$ cat config.mk
export PLATFORM = sky130hd
export DESIGN_NAME = addsub_pipe_flat
export DESIGN_NICKNAME = d
export VERILOG_FILES = /design/src/rtl/addsub_pkg.sv /design/src/rtl/addsub_if.sv /design/src/rtl/addsub_slice.sv /design/src/rtl/addsub_pipe.sv /design/src/flat_wrapper.sv
export SDC_FILE = /design/constraint.sdc
export NUM_CORES = 1
export LEC_CHECK = 0
export CAP_MARGIN = 0
export CORE_UTILIZATION = 50
export CTS_CLUSTER_SIZE = 10
export DETAILED_ROUTE_END_ITERATION = 7
export MAX_ROUTING_LAYER = met4
export PLACE_DENSITY = 0.83
export SYNTH_ARGS = -nofsm -noshare
export SYNTH_HDL_FRONTEND = slang
export SYNTH_SLANG_ARGS = --single-unit
$ cat constraint.sdc
create_clock -name clk -period 9 [get_ports clk]
set_input_delay 1.8 -clock clk [delete_from_list [all_inputs] [get_ports clk]]
set_output_delay 1.8 -clock clk [all_outputs]
set_load 0.01 [all_outputs]
$ cat src/rtl/addsub_pkg.sv
// Shared types for the pipelined add/subtract unit: opcode enum, flag bundle
// and the signed saturation constant.
package addsub_pkg;

    typedef enum logic [1:0] {
        ADD = 2'd0,
        ADC = 2'd1,
        SUB = 2'd2,
        SBB = 2'd3
    } op_e;

    typedef struct packed {
        logic c;
        logic v;
        logic z;
        logic n;
    } flags_t;

    localparam int MAX_W = 64;

    // Largest positive value for sign=0, most negative value for sign=1, n bits wide.
    function automatic logic [MAX_W-1:0] sat_value(input logic sign, input int n);
        logic [MAX_W-1:0] r;
        r = '0;
        for (int i = 0; i < MAX_W; i++) begin
            if (i == n - 1) begin
                r[i] = sign;
            end else if (i < n - 1) begin
                r[i] = ~sign;
            end
        end
        return r;
    endfunction

endpackage

$ cat src/rtl/addsub_if.sv
// Operand/result handshake bundle for addsub_pipe; master issues operands,
// slave (the unit) returns results.
interface addsub_if #(
    parameter int N = 32
);
    import addsub_pkg::*;

    logic         in_valid;
    logic         in_ready;
    logic [N-1:0] in_a;
    logic [N-1:0] in_b;
    op_e          in_op;
    logic         in_cin;
    logic         in_sat;
    logic         out_valid;
    logic         out_ready;
    logic [N-1:0] out_s;
    logic         out_c;
    logic         out_v;
    logic         out_z;
    logic         out_n;

    modport master (
        output in_valid, in_a, in_b, in_op, in_cin, in_sat, out_ready,
        input  in_ready, out_valid, out_s, out_c, out_v, out_z, out_n
    );

    modport slave (
        input  in_valid, in_a, in_b, in_op, in_cin, in_sat, out_ready,
        output in_ready, out_valid, out_s, out_c, out_v, out_z, out_n
    );

endinterface

$ cat src/rtl/addsub_slice.sv
// Combinational W-bit Kogge-Stone adder slice with carry-in; also exposes the
// carry into the slice MSB so the top slice can form signed overflow.
module addsub_slice #(
    parameter int W = 16
) (
    input  logic [W-1:0] a,
    input  logic [W-1:0] b,
    input  logic         cin,
    output logic [W-1:0] sum,
    output logic         cout,
    output logic         c_into_msb
);
    logic [W-1:0] g, p, gg, pp, ng, np;
    logic [W:0]   carry;

    always_comb begin
        g  = a & b;
        p  = a ^ b;
        gg = g;
        pp = p;
        ng = g;
        np = p;
        // After the prefix levels gg/pp hold group generate/propagate over [i:0].
        for (int d = 1; d < W; d = d * 2) begin
            ng = gg;
            np = pp;
            for (int i = d; i < W; i++) begin
                ng[i] = gg[i] | (pp[i] & gg[i-d]);
                np[i] = pp[i] & pp[i-d];
            end
            gg = ng;
            pp = np;
        end
        carry[0] = cin;
        for (int i = 0; i < W; i++) begin
            carry[i+1] = gg[i] | (pp[i] & cin);
        end
        sum = p ^ carry[W-1:0];
    end

    assign cout       = carry[W];
    assign c_into_msb = carry[W-1];

endmodule

$ cat src/rtl/addsub_pipe.sv
// Pipelined N-bit add/subtract unit: the carry chain is cut into STAGES
// registered slices, flags and saturation are formed in the last stage.
module addsub_pipe
    import addsub_pkg::*;
#(
    parameter int N      = 32,
    parameter int STAGES = 2
) (
    input  logic     clk,
    input  logic     rst_n,
    input  logic     flush,
    addsub_if.slave  bus
);
    localparam int W    = N / STAGES;
    localparam int L    = STAGES - 1;
    localparam int NREG = (STAGES > 1) ? STAGES - 1 : 1;

    if ((N % STAGES) != 0 || STAGES < 1 || STAGES > 8 || N > MAX_W) begin : g_bad_param
        $error("addsub_pipe: illegal N/STAGES combination");
    end

    // a/b carry the not-yet-added slices, s the finished ones, cm the carry into the latest slice MSB.
    typedef struct packed {
        logic [N-1:0] a;
        logic [N-1:0] b;
        logic [N-1:0] s;
        logic         c;
        logic         cm;
        logic         z;
        logic         sat;
    } beat_t;

    beat_t               pin    [STAGES];
    beat_t               nxt    [STAGES];
    beat_t               pipe_p [NREG];
    logic [NREG-1:0]     vld_p;
    logic [NREG:0]       vchain;
    logic [W-1:0]        sl_sum [STAGES];
    logic [STAGES-1:0]   sl_cout;
    logic [STAGES-1:0]   sl_cmsb;

    logic                stall;
    logic                fin_vld;
    logic                sub;
    logic                cin_eff;
    logic                out_vld_q;
    logic [N-1:0]        out_s_q;
    flags_t              flags_q;

    assign stall        = out_vld_q & ~bus.out_ready;
    assign bus.in_ready = ~stall;

    assign sub = (bus.in_op == SUB) || (bus.in_op == SBB);

    always_comb begin
        cin_eff = 1'b0;
        case (bus.in_op)
            ADD:     cin_eff = 1'b0;
            ADC:     cin_eff = bus.in_cin;
            SUB:     cin_eff = 1'b1;
            SBB:     cin_eff = bus.in_cin;
            default: cin_eff = 1'b0;
        endcase
    end

    assign pin[0] = '{a: bus.in_a, b: (sub ? ~bus.in_b : bus.in_b), s: '0,
                      c: cin_eff, cm: 1'b0, z: 1'b1, sat: bus.in_sat};

    for (genvar k = 0; k < STAGES; k++) begin : g_stage
        addsub_slice #(.W(W)) u_slice (
            .a          (pin[k].a[k*W +: W]),
            .b          (pin[k].b[k*W +: W]),
            .cin        (pin[k].c),
            .sum        (sl_sum[k]),
            .cout       (sl_cout[k]),
            .c_into_msb (sl_cmsb[k])
        );

        always_comb begin
            nxt[k]              = pin[k];
            nxt[k].s[k*W +: W]  = sl_sum[k];
            nxt[k].c            = sl_cout[k];
            nxt[k].cm           = sl_cmsb[k];
            nxt[k].z            = pin[k].z & ~(|sl_sum[k]);
        end

        // ---- stage k / stage k+1 boundary ----
        if (k < L) begin : g_reg
            always_ff @(posedge clk) begin
                if (!stall && !flush) begin
                    pipe_p[k] <= nxt[k];
                end
            end
            assign pin[k+1] = pipe_p[k];
        end
    end

    assign vchain  = {vld_p, bus.in_valid};
    assign fin_vld = (STAGES == 1) ? bus.in_valid : vchain[NREG];

    always_ff @(posedge clk) begin
        if (!rst_n || flush) begin
            vld_p <= '0;
        end else if (!stall) begin
            vld_p <= vchain[NREG-1:0];
        end
    end

    logic         v_fin;
    logic         satv;
    logic [N-1:0] sat_s;
    logic [N-1:0] s_fin;
    flags_t       f_fin;

    assign sat_s = N'(sat_value(nxt[L].a[N-1], N));

    always_comb begin
        v_fin   = nxt[L].c ^ nxt[L].cm;
        satv    = nxt[L].sat & v_fin;
        s_fin   = satv ? sat_s : nxt[L].s;
        f_fin.c = nxt[L].c;
        f_fin.v = v_fin;
        f_fin.z = nxt[L].z & ~satv;
        f_fin.n = s_fin[N-1];
    end

    // ---- final stage / output register boundary ----
    always_ff @(posedge clk) begin
        if (!rst_n) begin
            out_vld_q <= 1'b0;
            out_s_q   <= '0;
            flags_q   <= '0;
        end else if (flush) begin
            out_vld_q <= 1'b0;
        end else if (!stall) begin
            out_vld_q <= fin_vld;
            if (fin_vld) begin
                out_s_q <= s_fin;
                flags_q <= f_fin;
            end
        end
    end

    assign bus.out_valid = out_vld_q;
    assign bus.out_s     = out_s_q;
    assign bus.out_c     = flags_q.c;
    assign bus.out_v     = flags_q.v;
    assign bus.out_z     = flags_q.z;
    assign bus.out_n     = flags_q.n;

endmodule
$ cat src/flat_wrapper.sv
// flat-port wrapper written by rule: the top's interface ports become plain ports
module addsub_pipe_flat import addsub_pkg::*;
#(
    parameter int N      = 32,
    parameter int STAGES = 2
)
  (clk, rst_n, flush, bus_in_valid, bus_in_a, bus_in_b, bus_in_op, bus_in_cin, bus_in_sat, bus_out_ready, bus_in_ready, bus_out_valid, bus_out_s, bus_out_c, bus_out_v, bus_out_z, bus_out_n);
  addsub_if #(.N(N)) bus_i ();
  input  logic clk;
  input  logic rst_n;
  input  logic flush;
  input wire logic [$bits(bus_i.in_valid)-1:0] bus_in_valid;
  input wire logic [$bits(bus_i.in_a)-1:0] bus_in_a;
  input wire logic [$bits(bus_i.in_b)-1:0] bus_in_b;
  input wire logic [$bits(bus_i.in_op)-1:0] bus_in_op;
  input wire logic [$bits(bus_i.in_cin)-1:0] bus_in_cin;
  input wire logic [$bits(bus_i.in_sat)-1:0] bus_in_sat;
  input wire logic [$bits(bus_i.out_ready)-1:0] bus_out_ready;
  output wire logic [$bits(bus_i.in_ready)-1:0] bus_in_ready;
  output wire logic [$bits(bus_i.out_valid)-1:0] bus_out_valid;
  output wire logic [$bits(bus_i.out_s)-1:0] bus_out_s;
  output wire logic [$bits(bus_i.out_c)-1:0] bus_out_c;
  output wire logic [$bits(bus_i.out_v)-1:0] bus_out_v;
  output wire logic [$bits(bus_i.out_z)-1:0] bus_out_z;
  output wire logic [$bits(bus_i.out_n)-1:0] bus_out_n;
  assign bus_i.in_valid = bus_in_valid;
  assign bus_i.in_a = bus_in_a;
  assign bus_i.in_b = bus_in_b;
  assign bus_i.in_op = bus_in_op;
  assign bus_i.in_cin = bus_in_cin;
  assign bus_i.in_sat = bus_in_sat;
  assign bus_i.out_ready = bus_out_ready;
  assign bus_in_ready = bus_i.in_ready;
  assign bus_out_valid = bus_i.out_valid;
  assign bus_out_s = bus_i.out_s;
  assign bus_out_c = bus_i.out_c;
  assign bus_out_v = bus_i.out_v;
  assign bus_out_z = bus_i.out_z;
  assign bus_out_n = bus_i.out_n;
  addsub_pipe #(.N(N), .STAGES(STAGES)) u_core (.clk(clk), .rst_n(rst_n), .flush(flush), .bus(bus_i));
endmodule
Word-level counts from Yosys, hierarchy flattened

Memories as Yosys holds them, arrays and structs flattened.
Cells that the tools add are included.

Flip-flop bits (word level): 38
Latch bits: 0
Bits in writable memories: 84
Bits in read-only memories: 0
Input port bits: 73
Output and inout port bits: 38
Logic and storage cells: 406
Memories: 1

Memories:

| name          | depth | width | rd ports | clocked after memory_dff | wr ports | RTL line          | text |
|---|---|---|---|---|---|---|---|
| u_core.pipe_p | 1     | 84    | 1        | 0                        | 1        | addsub_pipe.sv:35 | `beat_t pipe_p [NREG];` |

Add/subtract/negate cells: 0
Multipliers: 0
Div/mod/pow operators: 0
Order comparisons: 0
Equality and inequality tests: 3
Shift operators: 0
Mux-type cells: 5
Bitwise gates (word level): 378
Reductions and logical operators: 12

Operator list:

| cell                                                 | count |
|---|---|
| bitwise AND 1 bit                                    | 232 |
| bitwise OR 1 bit                                     | 130 |
| two-way mux 32 bit                                   | 2 |
| bitwise XOR 16 bit                                   | 4 |
| bitwise AND 16 bit                                   | 2 |
| inverter 32 bit                                      | 1 |
| OR reduction 16 bit                                  | 2 |
| inverter 1 bit                                       | 8 |
| equality test 2 bit (second input constant)          | 2 |
| OR reduction 2 bit                                   | 2 |
| zero test 1 bit                                      | 3 |
| case mux 1 bit (3 select lines)                      | 1 |
| AND reduction 3 bit                                  | 1 |
| equality test 2 x 1 -> 1 bit (second input constant) | 1 |
| zero test 2 bit                                      | 1 |
| logical OR 1 bit                                     | 2 |
| two-way mux 1 bit                                    | 2 |
| logical AND 1 bit                                    | 1 |
| bitwise XOR 1 bit                                    | 1 |

Longest topological paths before layout

Gate-level depths: netlist of the first run.

Word-level depth: 15
Mapped depth: 12
Gate-level depth less buffers: 10

By module

From an unflattened synthesis of the first run, not the netlist that was laid out.

Cell total of the unflattened synthesis: 458
Area total of the unflattened synthesis: 4,952.2 µm²

By module, submodules not included:

| module                                   | times used | cells each | area each (µm²) | sequential area each (µm²) |
|---|---|---|---|---|
| addsub_pipe                              | 1          | 270        | 3,447.1         | 2,272.2 |
| addsub_slice (u_core.g_stage[1].u_slice) | 1          | 96         | 767.0           | 0.0 |
| addsub_slice (u_core.g_stage[0].u_slice) | 1          | 92         | 738.2           | 0.0 |

Least setup slack after synthesis of the first run

OpenSTA, ideal clock, no wires.

Kind: in2reg
Start point: input bus_out_ready
End point: register u_core.out_s_q[10] (netlist: u_core.bus.out_s[10])
Arrival: 5,306 ps
Required time: 8,921 ps
Path slack: 3,614 ps
Stages on the path: 7
Path through: nor2b_1 -> nor2_1 -> and2_1 -> clkbuf_1 -> clkbuf_1 -> nor2_1 -> a211oi_2

Longest elaborated chain between the ends: 4

Ends and longest elaborated chain:

| item                          | RTL line           | text |
|---|---|---|
| from (decl)                   | flat_wrapper.sv:18 | `input wire logic [$bits(bus_i.out_ready)-1:0] bus_out_ready;` |
| inverter 1 bit                | addsub_pipe.sv:50  | `assign stall = out_vld_q & ~bus.out_ready;` |
| bitwise AND 1 bit             | addsub_pipe.sv:50  |  |
| inverter 1 bit (no line)      | -                  |  |
| AND reduction 3 bit (no line) | -                  |  |
| to (signal assigned)          | addsub_pipe.sv:138 | `out_s_q <= s_fin;` |
| to (decl)                     | addsub_pipe.sv:47  | `logic [N-1:0] out_s_q;` |

Every way passes these cells.
A chain may end at the register's enable or synchronous reset.

Final worst setup path of the first run

Start point: input bus_out_ready
End point: output bus_in_ready

Longest elaborated chain between the ends: 3

Ends and longest elaborated chain:

| item                     | RTL line           | text |
|---|---|---|
| inverter 1 bit           | addsub_pipe.sv:50  |  |
| bitwise AND 1 bit        | addsub_pipe.sv:50  |  |
| inverter 1 bit (no line) | -                  |  |
| to (decl)                | flat_wrapper.sv:19 | `output wire logic [$bits(bus_i.in_ready)-1:0] bus_in_ready;` |

Every way passes these cells.

==> metrics, run 1 <==
outcome finished clean; Max Cap Viol 0; routed len/inst 14.9 µm; Post-CTS Resized 0; sequential area share after synthesis 44.8%; Crit Path Max Fanout 4; die width 103 µm; Mapped Nets 571; synthesized area per cell 10.9 µm²; Critical Path AT 3.11 ns; final hold vios 0; clk_lat worst skew 0.36 ns; EDFF count, synth 51; reg2reg setup slack 5.99 ns; Final ANT Viol Nets 0; Mapped Area 5070 µm²; CP Class in2out; area grow syn2layout 26.7%; I/O pins 111; antenna cells 0; total grt overflow 0; CTS buffer count 9; Yosys top cell area share 30.2%; largest net degree at the start of global routing 54; dpl ws 3.98 ns; area leader, netlist edfxtp_1; nets 675; Worst setup SP type input pin; DP HPWL 8050 µm; routed wire length 10,600 µm; vias in the first global route 3,531; post-synthesis async set-or-reset flop share 0%; Initial Util 51.6%; maximum clock insertion buffer count 2; vias per cell 5.41; worst hold slack 0.500 ns; clock sink count 88; Setup TNS 0 ns; peak supply drop 0.0000772 V; Synth area leaders edfxtp_1 30%, dfxtp_1 15%, ha_1 7.9%, xor2_1 6.6%, nor2_1 5.6%; post-synthesis instance total 464; antenna violations before repair 0; final period utilization 54.5%; layout cell share with drive strength beyond 1 11.2%; port buffer count 110; Synth warnings 0; CTS clk-pin slew, worst paths 0.08 ns; fin crit period 4.91 ns; Tightest Hold Check Type reg2reg; Main synth FF type edfxtp_1; DR pass1 iterations 4; GRT Overall Usage 21.6%; PD cells 160 nW/µm²; Die Y 103 µm; final max-slew violation count 0; TritonCTS clock tree built; setup bufs post-CTS 0; CP Data Required Time 7.20 ns; Final Worst Setup Slack 4.09 ns; final-report setup violation count 0; Row Count 36; die area 10,500 µm²; Worst Skew 0.0132 ns; Hold-fix buffers, CTS 0; CTS root buf clkbuf_8; Iter 0 DRT Violations 137; Core Footprint 9820 µm²; LEAKAGE 2.39 nW; RSZ-0062 raised after global routing false; fmax 204 MHz; Worst Tran Pin Value 0.923 ns; synthesized flop and latch total 88; CTS HTree Levels 3; total power 1.03 mW; DR DRC count 0; GPL Wtd Cong 0.923; Core Util, Final 65.4%; Vias 3,820; Slew Limit Headroom 38.5%; count of cell types in the netlist 61; Worst setup EP type primary output; first-pass GRT wire length 16,800 µm
[worst max-delay path, stage by stage]
cell             delay [ns]
clkdlybuf4s50_1        0.40
nor2b_1                0.35
inv_1                  0.07
clkdlybuf4s50_1        0.48
[kinds of logic (layout without fill, tap and decap cells)]
group                    after synthesis  after routing  share of synthesized area [%]
buffers and inverters                 35            144                           3.38
XOR/XNOR                              57             57                           10.2
adder cells (fa/ha/maj)               34             34                           8.69
multiplexers                           4              4                           1.04
flip-flops                            88             88                           44.8
AND/OR/NAND/NOR                      141            141                           13.1
AO/OA/AOI/OAI                        105            105                           18.7
[final cells by class]
type | count | area [µm²]
Tap cell | 133 | 166
Multi-Input combinational cell | 341 | 2630
Fill cell | 793 | 3400
Timing Repair Buffer | 112 | 1110
Inverter | 16 | 60.1
Clock inverter | 5 | 48.8
Clock buffer | 11 | 131
Sequential cell | 88 | 2270
[cells in the final DEF, fill, tap and decap left out, types with 3 or more instances in the layout]
cell	n
nand2_1	18
xnor2_1	18
a21oi_1	23
a211oi_1	6
a211oi_2	20
xor2_1	38
mux2i_1	3
nor3_1	7
nor4b_1	3
ha_1	32
clkbuf_8	9
edfxtp_1	51
nand4_1	6
a21o_1	10
nor2_1	74
inv_1	16
clkdlybuf4s50_1	109
nand3_1	4
o21a_1	4
o21ai_0	7
nor4_1	3
a311oi_2	10
dfxtp_1	37
clkinv_2	3
and3_1	4
or2_2	3
[Yosys cell counts, types with 6 or more instances]
library cell,instances
nor2_1,75
edfxtp_1,51
xor2_1,38
dfxtp_1,37
ha_1,32
a21oi_1,23
a211oi_2,20
nand2_1,18
xnor2_1,18
inv_1,16
a21o_1,10
a311oi_2,10
clkbuf_1,8
nor3_1,7
o21ai_0,7
a211oi_1,6
nand4_1,6
[registers in the layout (all words and copies together), names as in the netlist]
signal / flops
u_core.bus.out_valid: 1
u_core.pipe_p: 51
u_core.bus.out_s: 32
u_core.bus.out_v: 1
u_core.bus.out_z: 1
u_core.bus.out_c: 1
u_core.fin_vld: 1
[path summary, 6_finish.rpt]
kind	start	endpoint	cells after the start
max reg2reg	u_core.bus.out_valid	u_core.bus.out_z	9
min	u_core.bus.out_c	u_core.bus.out_c	2
min reg2reg	u_core.bus.out_c	u_core.bus.out_c	2
max	bus_out_ready	bus_in_ready	4
[per-layer routing]
layer | vias up | part of all wire [%] | GRT usage [%]
li1 | 1897 | - | -
met1 | 1784 | 46 | 28.1
met3 | 15 | 5.3 | 3.66
met5 | - | 0 | -
met2 | 124 | 48 | 33.9
met4 | 0 | 1.6 | 7.69
[per-stage QoR]
step / cells / cell area [µm²]
floorplan: 464 / 5070
global placement: 690 / 6240
detailed placement: 690 / 6240
CTS: 706 / 6420
global route: 706 / 6420
finish: 706 / 6420
[power breakdown]
| group | switching [mW] | total [mW] | leakage (nW) | internal [mW] |
|---|---|---|---|---|
| Clock | 0.130 | 0.256 | 0.0945 | 0.126 |
| Combinational | 0.164 | 0.297 | 1.50 | 0.133 |
| Sequential | 0.0118 | 0.477 | 0.799 | 0.465 |
No activity file was read; power rests on OpenSTA's default activity.
==> inputs of run 2 (changes only) <==
--- a/config.mk
+++ b/config.mk
@@ -6,11 +6,11 @@
 export NUM_CORES = 1
 export LEC_CHECK = 0
 export CAP_MARGIN = 0
-export CORE_UTILIZATION = 50
+export CORE_UTILIZATION = 46
 export CTS_CLUSTER_SIZE = 10
 export DETAILED_ROUTE_END_ITERATION = 7
 export MAX_ROUTING_LAYER = met4
-export PLACE_DENSITY = 0.83
+export PLACE_DENSITY = 0.81
 export SYNTH_ARGS = -nofsm -noshare
 export SYNTH_HDL_FRONTEND = slang
 export SYNTH_SLANG_ARGS = --single-unit
==> constraint.sdc (replaced) <==
create_clock -name clk -period 4 [get_ports clk]
set_input_delay 0.8 -clock clk [delete_from_list [all_inputs] [get_ports clk]]
set_output_delay 0.8 -clock clk [all_outputs]
set_load 0.01 [all_outputs]
==> run 2 against run 1 <==
Net effect:
- non-clock buffer count increased by 6
- clock skew down 0.0025 ns
- first-iteration DRC count rose by 12%
- sequential power rose by 120%
- combinational power is 130% higher
- core utilization fell by 4.1 points
- critical path type is now in2reg
- largest power group unchanged
- highest routed layer unchanged
==> metrics, run 2 (synthesis results as in run 1) <==
die area 11,400 µm² (+8.5%); Hold-fix buffers, CTS 0 (unchanged); Worst Hold Path Cells 2 (unchanged); r2r worst-path depth 10 (+1); Filler cells 861 (+8.6%); Worst setup SP type input pin; reg2reg end u_core.bus.out_s[13]; register area 2270 µm² (unchanged); antenna violations before repair 0 (unchanged); CTS root buf clkbuf_8; final max-slew violation count 0 (unchanged); routed len/inst 15.4 µm (+2.9%); CTS buffer count 9 (unchanged); Crit. Startpoint bus_in_b[7]; DR DRC count 0 (unchanged); Final ANT Viol Nets 0 (unchanged); port buffer count 110 (unchanged); Crit Path Max Fanout 5 (+1); Setup TNS 0 ns (unchanged); maximum clock insertion buffer count 2 (unchanged); total grt overflow 0 (unchanged); LEAKAGE 2.40 nW (+0.42%); largest register by flop count u_core.pipe_p; Worst Tran Pin Value 0.602 ns (-0.321 ns); antenna cells 0 (unchanged); Row Count 37 (+2.8%); peak supply drop 0.000152 V (+96%); max FFs per register 51 (unchanged); final hold vios 0 (unchanged); reg2reg setup slack 0.72 ns (-5.27 ns); nets 681 (+0.89%); multi-input logic area 2630 µm² (unchanged); CTS clk-pin slew, worst paths 0.07 ns (about the same); I/O pins 111 (unchanged); Iter 0 DRT Violations 154 (+12%); largest net degree at the start of global routing 31 (-43%); most common cell after layout, fill and taps aside clkdlybuf4s50_1; Critical Path Slowest Stage Cell clkdlybuf4s50_1; RSZ-0062 raised after global routing false; vias per cell 5.39 (-0.43%); crit-path leading delay family compound AO/OA/AOI/OAI gates; CTS HTree Levels 3 (unchanged); clock sink count 88 (unchanged); Tightest Hold Check Type reg2reg; dpl ws 0.225 ns (-3.75 ns); Final Worst Setup Slack 0.576 ns (-3.52 ns); hold_sp u_core.bus.out_v; Worst setup EP type flip-flop; final-report setup violation count 0 (unchanged); outcome finished clean; layout cell share with drive strength beyond 1 11.6% (+0.40 points); Critical Path AT 3.60 ns (+0.49 ns); area grow syn2layout 27.1%; TritonCTS clock tree built; routed wire length 11,000 µm (+4.2%); die width 107 µm (+4.2%); worst stage delay on the critical path 0.49 ns (about the same); Vias 3,852 (+0.84%); Initial Util 48.2% (-3.4 points); crit-path cells clkdlybuf4s50_1 > xor2_1 > ha_1 > a21o_1 > a21o_1 > a21oi_1 > o21a_1 > or3b_1 > a21o_1 > xor2_1 > nor4_1; fmax 292 MHz; most frequent cells in the layout 109 x clkdlybuf4s50_1, 74 x nor2_1, 51 x edfxtp_1; vias in the first global route 3,790 (+7.3%); GPL Wtd Cong 0.895 (-3.0%); Most common cell on crit path a21o_1; CP Class in2reg; setup bufs post-CTS 0 (unchanged); worst hold slack 0.507 ns (+0.00625 ns); Worst Skew 0.0107 ns (-0.00248 ns); reg2reg start u_core.pipe_p[0][68]; PD cells 350 nW/µm² (+120%); final period utilization 85.6%; CP Data Required Time 4.18 ns (-3.02 ns); WHS Endpoint u_core.bus.out_v; DP HPWL 8660 µm (+7.6%); critical path buffer and inverter count 1 (-2); first-pass GRT wire length 17,600 µm (+4.8%); Slew Limit Headroom 59.8% (+21 points); Core Footprint 10,500 µm² (+7.0%); Max Cap Viol 0 (unchanged); Die Y 107 µm (+4.2%); clk_lat worst skew 0.36 ns (about the same); GRT Overall Usage 20.5% (-1.1 points); DR pass1 iterations 4 (unchanged); Post-CTS Resized 0 (unchanged); fin crit period 3.42 ns
[run 2: where the power goes]
| part | switching, mW | internal, mW | total, mW |
|---|---|---|---|
| clock network | 0.287 | 0.224 | 0.512 |
| logic | 0.364 | 0.305 | 0.669 |
| registers | 0.0273 | 1.05 | 1.07 |
[run 2: layout make-up]
class	count	share of cell area [%]
clock buffer	14	2.21
clock inverter	2	0.136
multi-input combinational	341	40.9
sequential	88	35.3
inverter	16	0.932
timing repair buffer	118	17.9
tap	136	2.64
[run 2: worst max-delay path by stage]
stage,endpoint,depth (start not counted)
final,u_core.pipe_p[0][1],11
after global routing,u_core.pipe_p[0][1],11
after CTS,u_core.pipe_p[0][1],11
after detailed placement,u_core.pipe_p[0][1],11
after global placement,u_core.pipe_p[0][1],11
after floorplan,u_core.pipe_p[0][1],12
[run 2: routing by layer]
layer / part of all wire (%) / global-route usage (%)
met5: 0 / -
met3: 5.0 / 3.77
met4: 1.9 / 7.14
met1: 44 / 25.2
met2: 49 / 34.0
[run 2: metrics by stage]
stage | total power, mW | util [%] | cell area [µm²] | instances
after global routing | 2.38 | 61.3 | 6440 | 715
after detailed placement | 1.76 | 59.9 | 6290 | 699
final | 2.25 | 61.3 | 6440 | 715
after CTS | 2.26 | 61.3 | 6440 | 715
after global placement | 1.73 | 59.9 | 6290 | 699
after floorplan | 1.54 | - | 5070 | 464
[run 2: worst register-to-register path, stage by stage, from the launching register on]
cell and delay (ns):
edfxtp_1 0.40, ha_1 0.33, a21oi_1 0.23, o22ai_1 0.17, a31oi_1 0.18, nand2_1 0.14
a311o_4 0.48, xor2_4 0.25, nand2_1 0.41, buf_4 0.38, a211oi_2 0.21
